[config.mk]
export PLATFORM = sky130hd
export DESIGN_NAME = fetch_unit
export DESIGN_NICKNAME = d
export VERILOG_FILES = /design/src/rtl/fetch_unit.sv
export SDC_FILE = /design/constraint.sdc
export NUM_CORES = 1
export LEC_CHECK = 0
export BUFFER_PORTS_ARGS = -buffer_cell sky130_fd_sc_hd__buf_2
export CAP_MARGIN = 0
export CORE_ASPECT_RATIO = 1.4
export CORE_UTILIZATION = 53
export DETAILED_ROUTE_END_ITERATION = 12
export PLACE_DENSITY_LB_ADDON = 0.05
export SLEW_MARGIN = 20
export SYNTH_ARGS = -nofsm -noshare
export SYNTH_HDL_FRONTEND = slang
export SYNTH_SLANG_ARGS = --single-unit
[constraint.sdc]
create_clock -name clk -period 3.3 [get_ports clk]
set_input_delay 0.33 -clock clk [delete_from_list [all_inputs] [get_ports clk]]
set_output_delay 0.33 -clock clk [all_outputs]
set_load 0.01 [all_outputs]
[src/rtl/fetch_unit.sv]
// Non-pipelined instruction fetch stage: owns the PC, fetches one word over a
// req/ack port, holds it for decode until retired, then steps or branches.
module fetch_unit #(
    parameter logic [31:0] RESET_PC = 32'h0000_0000
) (
    input  logic        clk,
    input  logic        rst,
    output logic        imem_req,
    output logic [31:0] imem_addr,
    input  logic        imem_ack,
    input  logic [31:0] imem_rdata,
    input  logic        imem_err,
    output logic [31:0] inst,
    output logic        inst_valid,
    output logic [31:0] inst_pc,
    input  logic        retire,
    input  logic        taken,
    input  logic [1:0]  pc_mode,
    input  logic [31:0] pc_update,
    input  logic        halt,
    output logic        halted,
    output logic        fault,
    output logic [31:0] instret
);

    typedef enum logic [2:0] {
        S_START,
        S_FETCH,
        S_HOLD,
        S_HALTED,
        S_FAULT
    } state_t;

    localparam logic [1:0] MODE_ADD = 2'd1;

    state_t      state_q, state_d;
    logic [31:0] pc_q, pc_d;
    logic [31:0] inst_q, inst_d;
    logic [31:0] inst_pc_q, inst_pc_d;
    logic [31:0] instret_q, instret_d;
    logic        req_q, valid_q, halted_q, fault_q;
    logic [31:0] next_pc;

    // Offset is two's complement, so a plain modulo-2^32 add covers both directions.
    function automatic logic [31:0] pc_target(input logic [31:0] base, input logic [1:0] mode,
                                              input logic tk, input logic [31:0] off);
        logic signed [31:0] soff;
        soff = off;
        if (tk && (mode == MODE_ADD)) begin
            return base + $unsigned(soff);
        end
        return base + 32'd4;
    endfunction

    assign next_pc = pc_target(inst_pc_q, pc_mode, taken, pc_update);

    always_comb begin
        state_d   = state_q;
        pc_d      = pc_q;
        inst_d    = inst_q;
        inst_pc_d = inst_pc_q;
        instret_d = instret_q;
        case (state_q)
            S_START: state_d = S_FETCH;
            S_FETCH: begin
                if (imem_ack) begin
                    if (imem_err) begin
                        state_d = S_FAULT;
                    end else begin
                        inst_d    = imem_rdata;
                        inst_pc_d = pc_q;
                        state_d   = S_HOLD;
                    end
                end
            end
            S_HOLD: begin
                if (retire) begin
                    instret_d = instret_q + 32'd1;
                    // PC takes the target even on halt or misalignment, for debug visibility.
                    pc_d = next_pc;
                    if (halt) begin
                        state_d = S_HALTED;
                    end else if (next_pc[1:0] != 2'b00) begin
                        state_d = S_FAULT;
                    end else begin
                        state_d = S_FETCH;
                    end
                end
            end
            default: state_d = state_q;
        endcase
    end

    always_ff @(posedge clk) begin
        if (rst) begin
            state_q   <= S_START;
            pc_q      <= RESET_PC;
            inst_q    <= 32'd0;
            inst_pc_q <= 32'd0;
            instret_q <= 32'd0;
            req_q     <= 1'b0;
            valid_q   <= 1'b0;
            halted_q  <= 1'b0;
            fault_q   <= 1'b0;
        end else begin
            state_q   <= state_d;
            pc_q      <= pc_d;
            inst_q    <= inst_d;
            inst_pc_q <= inst_pc_d;
            instret_q <= instret_d;
            req_q     <= (state_d == S_FETCH);
            valid_q   <= (state_d == S_HOLD);
            halted_q  <= (state_d == S_HALTED);
            fault_q   <= (state_d == S_FAULT);
        end
    end

    assign imem_req   = req_q;
    assign imem_addr  = pc_q;
    assign inst       = inst_q;
    assign inst_valid = valid_q;
    assign inst_pc    = inst_pc_q;
    assign halted     = halted_q;
    assign fault      = fault_q;
    assign instret    = instret_q;

endmodule
==> results.json, run 1 <==
{
  "outcome": "complete, no violations",
  "post-place-ws_ns": 0.403,
  "finalCritPeriodShare": 0.885,
  "yosysWarnings": 0,
  "path_max_fanout": 7,
  "synthXorXnorAreaFrac": 0.0848,
  "hold_path_depth": 3,
  "nets": 1271,
  "cts_tree": "yes",
  "diodes": 0,
  "syn_to_final_growth_pct": 23.9,
  "netlist_area_um2": 7540,
  "netlist.area_leader.share": 0.358,
  "wl_met2_um": 11300,
  "cts_buffer_depth": 2,
  "p_total_mw": 4.04,
  "cts.clk_slew.worst_paths_ns": 0.07,
  "die_h_um": 143,
  "slew_viol_final": 0,
  "synth_nets": 1088,
  "max-slew-margin-rel": 0.367,
  "synthAdderAreaFrac": 0.0574,
  "gp_congestion": 0.947,
  "crit_buf_inv": 0,
  "synth_ff_type": "dfxtp_1",
  "hpwl_um": 16100,
  "synth_top_cell_by_area": "dfxtp_1",
  "start_util": 0.542,
  "cts_resized": 0,
  "wl_per_cell_um": 16.4,
  "detail-route-antenna-nets": 0,
  "first_global_vias": 7067,
  "fin_skew_ns": 0.00764,
  "critical_path_class": "reg -> reg",
  "cts_num_sinks": 135,
  "worst_slack_ns": 0.378,
  "worstMarginPinSlew_ns": 0.949,
  "r2r_cells": 9,
  "drc": 0,
  "num_io_pins": 205,
  "rsz0062_at_grt": "no",
  "vdd.ir_drop.worst_mv": 0.332,
  "endpoint_kind": "register",
  "netlist_instances": 981,
  "routed-wl-met3_um": 1240,
  "hold_path_class": "in -> reg",
  "ff2ff_setup_slack_ns": 0.38,
  "slowest_delay_ns": 0.46,
  "clk_latency_ns": 0.42,
  "post_cts_buffers": 0,
  "synth.area.top_cells": "dfxtp_1 36%, nand2_1 10%, a21oi_1 8.0%, xor2_1 5.6%, ha_1 5.5%",
  "top_layer_used": "met4",
  "setup_viol": 0,
  "initialDrtViolationCount": 332,
  "synth-seq-cells": 135,
  "cts_root_buf": "clkbuf_16",
  "placed_cell_area_um2": 8700,
  "worstReg2RegEnd": "imem_addr[28]",
  "cp_top_family": "compound AO/OA/AOI/OAI gates",
  "wl_um": 22300,
  "drt-met1-wl_um": 9210,
  "synthArstFlopShare": 0,
  "startpoint_type": "register",
  "r2r-start": "inst_pc[9]",
  "drv_cap": 0,
  "antenna_found_initial": 0,
  "hold_path_end": "inst[8]",
  "setup_tns_ns": 0,
  "powerDensity_nw_per_um2": 432,
  "synth_mux_area_frac": 0.00282,
  "synth-compound-area-share": 0.196,
  "coreArea_um2": 13900,
  "finalHoldViolations": 0,
  "drive_gt1_frac": 0.228,
  "grt_max_degree": 66,
  "synth_top_family_by_area": "simple AND/OR/NAND/NOR gates",
  "dieArea_um2": 14700,
  "drtPass1Iterations": 4,
  "grt_overflow": 0,
  "yosysSeqAreaShare": 0.358,
  "worst_path_max_delay_cell": "dfxtp_1",
  "fmax_mhz": 342,
  "grt_usage": 0.303,
  "vias": 7663,
  "num_rows": 51,
  "io_buffers": 204,
  "syn_avg_cell_area_um2": 7.69,
  "fin_area_um2": 9340,
  "via_per_inst": 5.63,
  "cp.required_ns": 3.60,
  "p_leak_nw": 4.07,
  "ys_types": 73,
  "hold_path_startpoint": "imem_rdata[8]",
  "htree_levels": 4,
  "path_cells": "ha_1 > a21oi_1 > o21ai_1 > a31o_2 > a41oi_2 > o2bb2ai_1 > a221o_1 > a2111oi_0 > o311ai_1",
  "cp.arrival_ns": 3.22,
  "fin_crit_ns": 2.92,
  "postCtsHoldBufs": 0,
  "cts_buffers": 17,
  "grt_pass1_wl_um": 34600,
  "synth-simple-area-share": 0.264,
  "synth_edf_count": 0,
  "die_w_um": 103,
  "num-fill-cells": 1327
}
-- worst max path at each step --
stage,from,endpoint,slack [ns],cells past startpoint
after CTS,inst_pc[9],imem_addr[28],0.40,9
after global routing,inst_pc[9],imem_addr[28],0.12,9
after global placement,pc_update[9],imem_addr[28],0.45,10
after detailed placement,pc_update[9],imem_addr[28],0.40,10
after floorplan,inst_pc[2],imem_addr[28],0.64,9
final,inst_pc[9],imem_addr[28],0.38,9
-- layout by cell type, fill, tap and decap left out, types with 23 or more instances in the layout --
cell	instances
nand2_1	205
buf_2	203
dfxtp_1	135
a21oi_1	121
nor2_1	84
xor2_1	48
ha_1	33
nand3_1	31
o21ai_0	26
xnor2_1	25
nor3_1	23
-- tightest hold or removal path: stages --
cell	delay, ns
buf_2	0.10
nand2_1	0.04
a21oi_1	0.05
-- layer usage --
metal,vias up,global-route usage
met1,3594,0.344
met3,40,0.0607
met2,230,0.545
met4,0,0.119
met5,-,0
li1,3799,-
-- cells by family after synthesis --
kind of cell               after synthesis
DFF                                    135
muxes                                    2
AOI/OAI and AO/OA                      239
and+or+nand+nor                        429
xor gates and xnor gates                73
adders and majority gates               34
buffers and inverters                   69
-- layout make-up --
class / instances / area, um2 / share of cell area
clock inverter: 15 / 218 / 0.0233
multi-input combinational: 777 / 4570 / 0.490
clock buffer: 17 / 425 / 0.0456
inverter: 14 / 52.6 / 0.00563
sequential: 135 / 2700 / 0.289
tap: 185 / 231 / 0.0248
timing repair buffer: 219 / 1140 / 0.122
-- Yosys cell counts (3+ instances only) --
master and instances:
nand2_1 205, dfxtp_1 135, a21oi_1 121, nor2_1 84, clkbuf_1 50, xor2_1 48, ha_1 33, nand3_1 31
o21ai_0 26, xnor2_1 25, nor3_1 24, nand4_1 21, a21o_1 16, inv_1 14, o211ai_1 12, and3_1 11
a211oi_1 10, nor2b_1 7, or3_1 7, and4_1 6, nand3b_1 6, o22ai_1 6, a311oi_1 5, and2_1 5
o21a_1 5, o21ai_1 5, a41oi_1 3, buf_2 3, nor3b_1 3, nor4_1 3
-- sequential cells by signal, summed over array words and instances, names as in the netlist --
name	cells
instret	32
halted	1
fault	1
imem_req	1
inst_pc	32
inst	32
inst_valid	1
imem_addr	32
state_q	3
-- power by group --
| part | leakage, nW | total (mW) | switching, mW | internal [mW] |
|---|---|---|---|---|
| clock network | 0.310 | 2.08 | 0.789 | 1.29 |
| logic | 2.68 | 0.295 | 0.187 | 0.108 |
| registers | 1.09 | 1.67 | 0.0153 | 1.65 |
-- per-stage QoR --
stage                     hold WS [ns]  utilization  cells
after floorplan                  0.411            -    981
after global placement           0.440        0.625   1330
after detailed placement         0.443        0.625   1330
after CTS                        0.135        0.671   1362
after global routing             0.135        0.671   1362
final                            0.144        0.671   1362
Note: power is estimated with default switching activity, not from simulation.
==> run 2, diff against run 1 <==
PLACE_DENSITY = 0.81   (was default)
PLACE_DENSITY_LB_ADDON = default   (was 0.05)
==> run 2 against run 1 <==
Non-clock buffer count grew 1. Worst hold slack gained 0.0079 ns. Die area did not move. Highest routed layer unchanged. Global-route usage down 0.55 points. Combinational power about the same. Clock power decreased by 7%. Setup slack worse by 0.023 ns. Final cell count unchanged. Clock skew grew 0.0056 ns. Sequential power about the same.
==> results.json, run 2 (synthesized netlist as in run 1, its figures left out) <==
{
  "grt_usage": 0.297,
  "drive_gt1_frac": 0.228,
  "path_cells": "ha_1 > inv_1 > fa_1 > nor2b_1 > o31ai_2 > a21oi_2 > a41oi_2 > o2bb2ai_1 > a221o_1 > mux2i_1 > a311oi_1",
  "startpoint": "inst_pc[0]",
  "critical_path_class": "reg -> reg",
  "initialDrtViolationCount": 413,
  "r2r_cells": 11,
  "cp_top_family": "compound AO/OA/AOI/OAI gates",
  "via_per_inst": 5.77,
  "grt_overflow": 0,
  "detail-route-antenna-nets": 0,
  "cts_tree": "yes",
  "diodes": 0,
  "first_global_vias": 7003,
  "wl_um": 22400,
  "worstMarginPinSlew_ns": 0.619,
  "gp_congestion": 0.956,
  "finalHoldViolations": 0,
  "wl_per_cell_um": 16.4,
  "placed_cell_area_um2": 8700,
  "pwr-share-clk": 0.496,
  "hold_path_class": "in -> reg",
  "hpwl_um": 15800,
  "max-slew-margin-rel": 0.584,
  "io_buffers": 204,
  "cts.clk_slew.worst_paths_ns": 0.06,
  "die_h_um": 143,
  "power_frac_seq": 0.429,
  "nets": 1272,
  "r2r-start": "inst_pc[0]",
  "cts_resized": 0,
  "slowest_delay_ns": 0.39,
  "grt_pass1_wl_um": 34300,
  "post_cts_buffers": 0,
  "syn_to_final_growth_pct": 23.3,
  "clk_latency_ns": 0.41,
  "cp_num_cells": 11,
  "coreArea_um2": 13900,
  "setup_viol": 0,
  "num_rows": 51,
  "fmax_mhz": 340,
  "worst_path_max_delay_cell": "dfxtp_1",
  "combPwrFrac": 0.075,
  "die_w_um": 103,
  "cts_buffers": 17,
  "cts_root_buf": "clkbuf_16",
  "layout_commonest_cell": "nand2_1",
  "outcome": "complete, no violations",
  "cts_num_sinks": 135,
  "cts_buffer_depth": 2,
  "cp.arrival_ns": 3.21,
  "htree_levels": 4,
  "finalCritPeriodShare": 0.892,
  "drv_cap": 0,
  "postCtsHoldBufs": 0,
  "vias": 7854,
  "startpoint_type": "register",
  "num_io_pins": 205,
  "intPower_mw": 2.89,
  "fin_crit_ns": 2.94,
  "path_max_fanout": 6,
  "mostFrequentLayoutCells": "205 x nand2_1, 203 x buf_2, 135 x dfxtp_1",
  "endpoint_kind": "register",
  "fin_area_um2": 9300,
  "cp.required_ns": 3.56,
  "ff2ff_setup_slack_ns": 0.36,
  "drtPass1Iterations": 5,
  "grt_max_degree": 51,
  "fin_skew_ns": 0.0133,
  "p_sw_uw": 999,
  "dieArea_um2": 14700,
  "worstReg2RegEnd": "imem_addr[26]",
  "crit_end": "imem_addr[26]",
  "rsz0062_at_grt": "no",
  "vdd.ir_drop.worst_mv": 0.276,
  "slew_viol_final": 0,
  "powerDensity_nw_per_um2": 419,
  "start_util": 0.542,
  "crit_buf_inv": 1,
  "switching_share": 0.257,
  "setup_tns_ns": 0,
  "p_leak_nw": 4.05,
  "drc": 0,
  "antenna_found_initial": 0
}
==> run 2: cell types whose count changed in the layout (fill, tap and decap cells not counted), sizes merged <==
cell,delta
buf,+1
bufinv,-2
clkinv,-2
clkinvlp,+1
inv,+2
==> run 2: stage by stage <==
| step | setup slack (ns) | hold WS [ns] | power [mW] | instances | utilization |
|---|---|---|---|---|---|
| after global placement | 0.437 | 0.439 | 1.99 | 1331 | 0.626 |
| after detailed placement | 0.387 | 0.444 | 1.99 | 1331 | 0.626 |
| after floorplan | 0.639 | 0.411 | 1.88 | 981 | - |
| after global routing | 0.144 | 0.134 | 4.02 | 1362 | 0.668 |
| after CTS | 0.387 | 0.138 | 3.92 | 1362 | 0.668 |
| final | 0.355 | 0.152 | 3.89 | 1362 | 0.668 |
==> run 2: how the worst min path moves through the flow <==
stage / start / end / slack, ns / cells past startpoint
detailed placement: inst[5] / inst[5] / 0.44 / 2
CTS: imem_rdata[7] / inst[7] / 0.14 / 3
floorplan: rst / state_q[1] / 0.41 / 1
global placement: inst[23] / inst[23] / 0.44 / 2
global route: imem_rdata[6] / inst[6] / 0.13 / 3
finish: imem_rdata[1] / inst[1] / 0.15 / 3
==> run 2: power by group through the flow <==
stage	Sequential, mW	Combinational (mW)	Clock [mW]
floorplan	1.71	0.164	0
finish	1.67	0.294	1.93
global route	1.67	0.320	2.03
CTS	1.67	0.291	1.96
global placement	1.70	0.286	0
detailed placement	1.70	0.289	0
==> run 2: area by class of cell <==
cell class / count / area, um2
Clock buffer: 17 / 425
Clock inverter: 14 / 166
Sequential cell: 135 / 2700
Multi-Input combinational cell: 777 / 4570
Inverter: 14 / 52.6
Tap cell: 185 / 231
Timing Repair Buffer: 220 / 1140
Fill cell: 1233 / 4620
==> run 2: worst min-delay path, cell delays in order <==
cell,delay (ns)
buf_2,0.09
nand2_1,0.04
a21oi_1,0.05
==> run 2: per-layer routing <==
metal | GRT usage | routed length [um]
met4 | 0.104 | 535
met3 | 0.0514 | 1430
met1 | 0.340 | 8720
met5 | 0 | 0
met2 | 0.545 | 11700
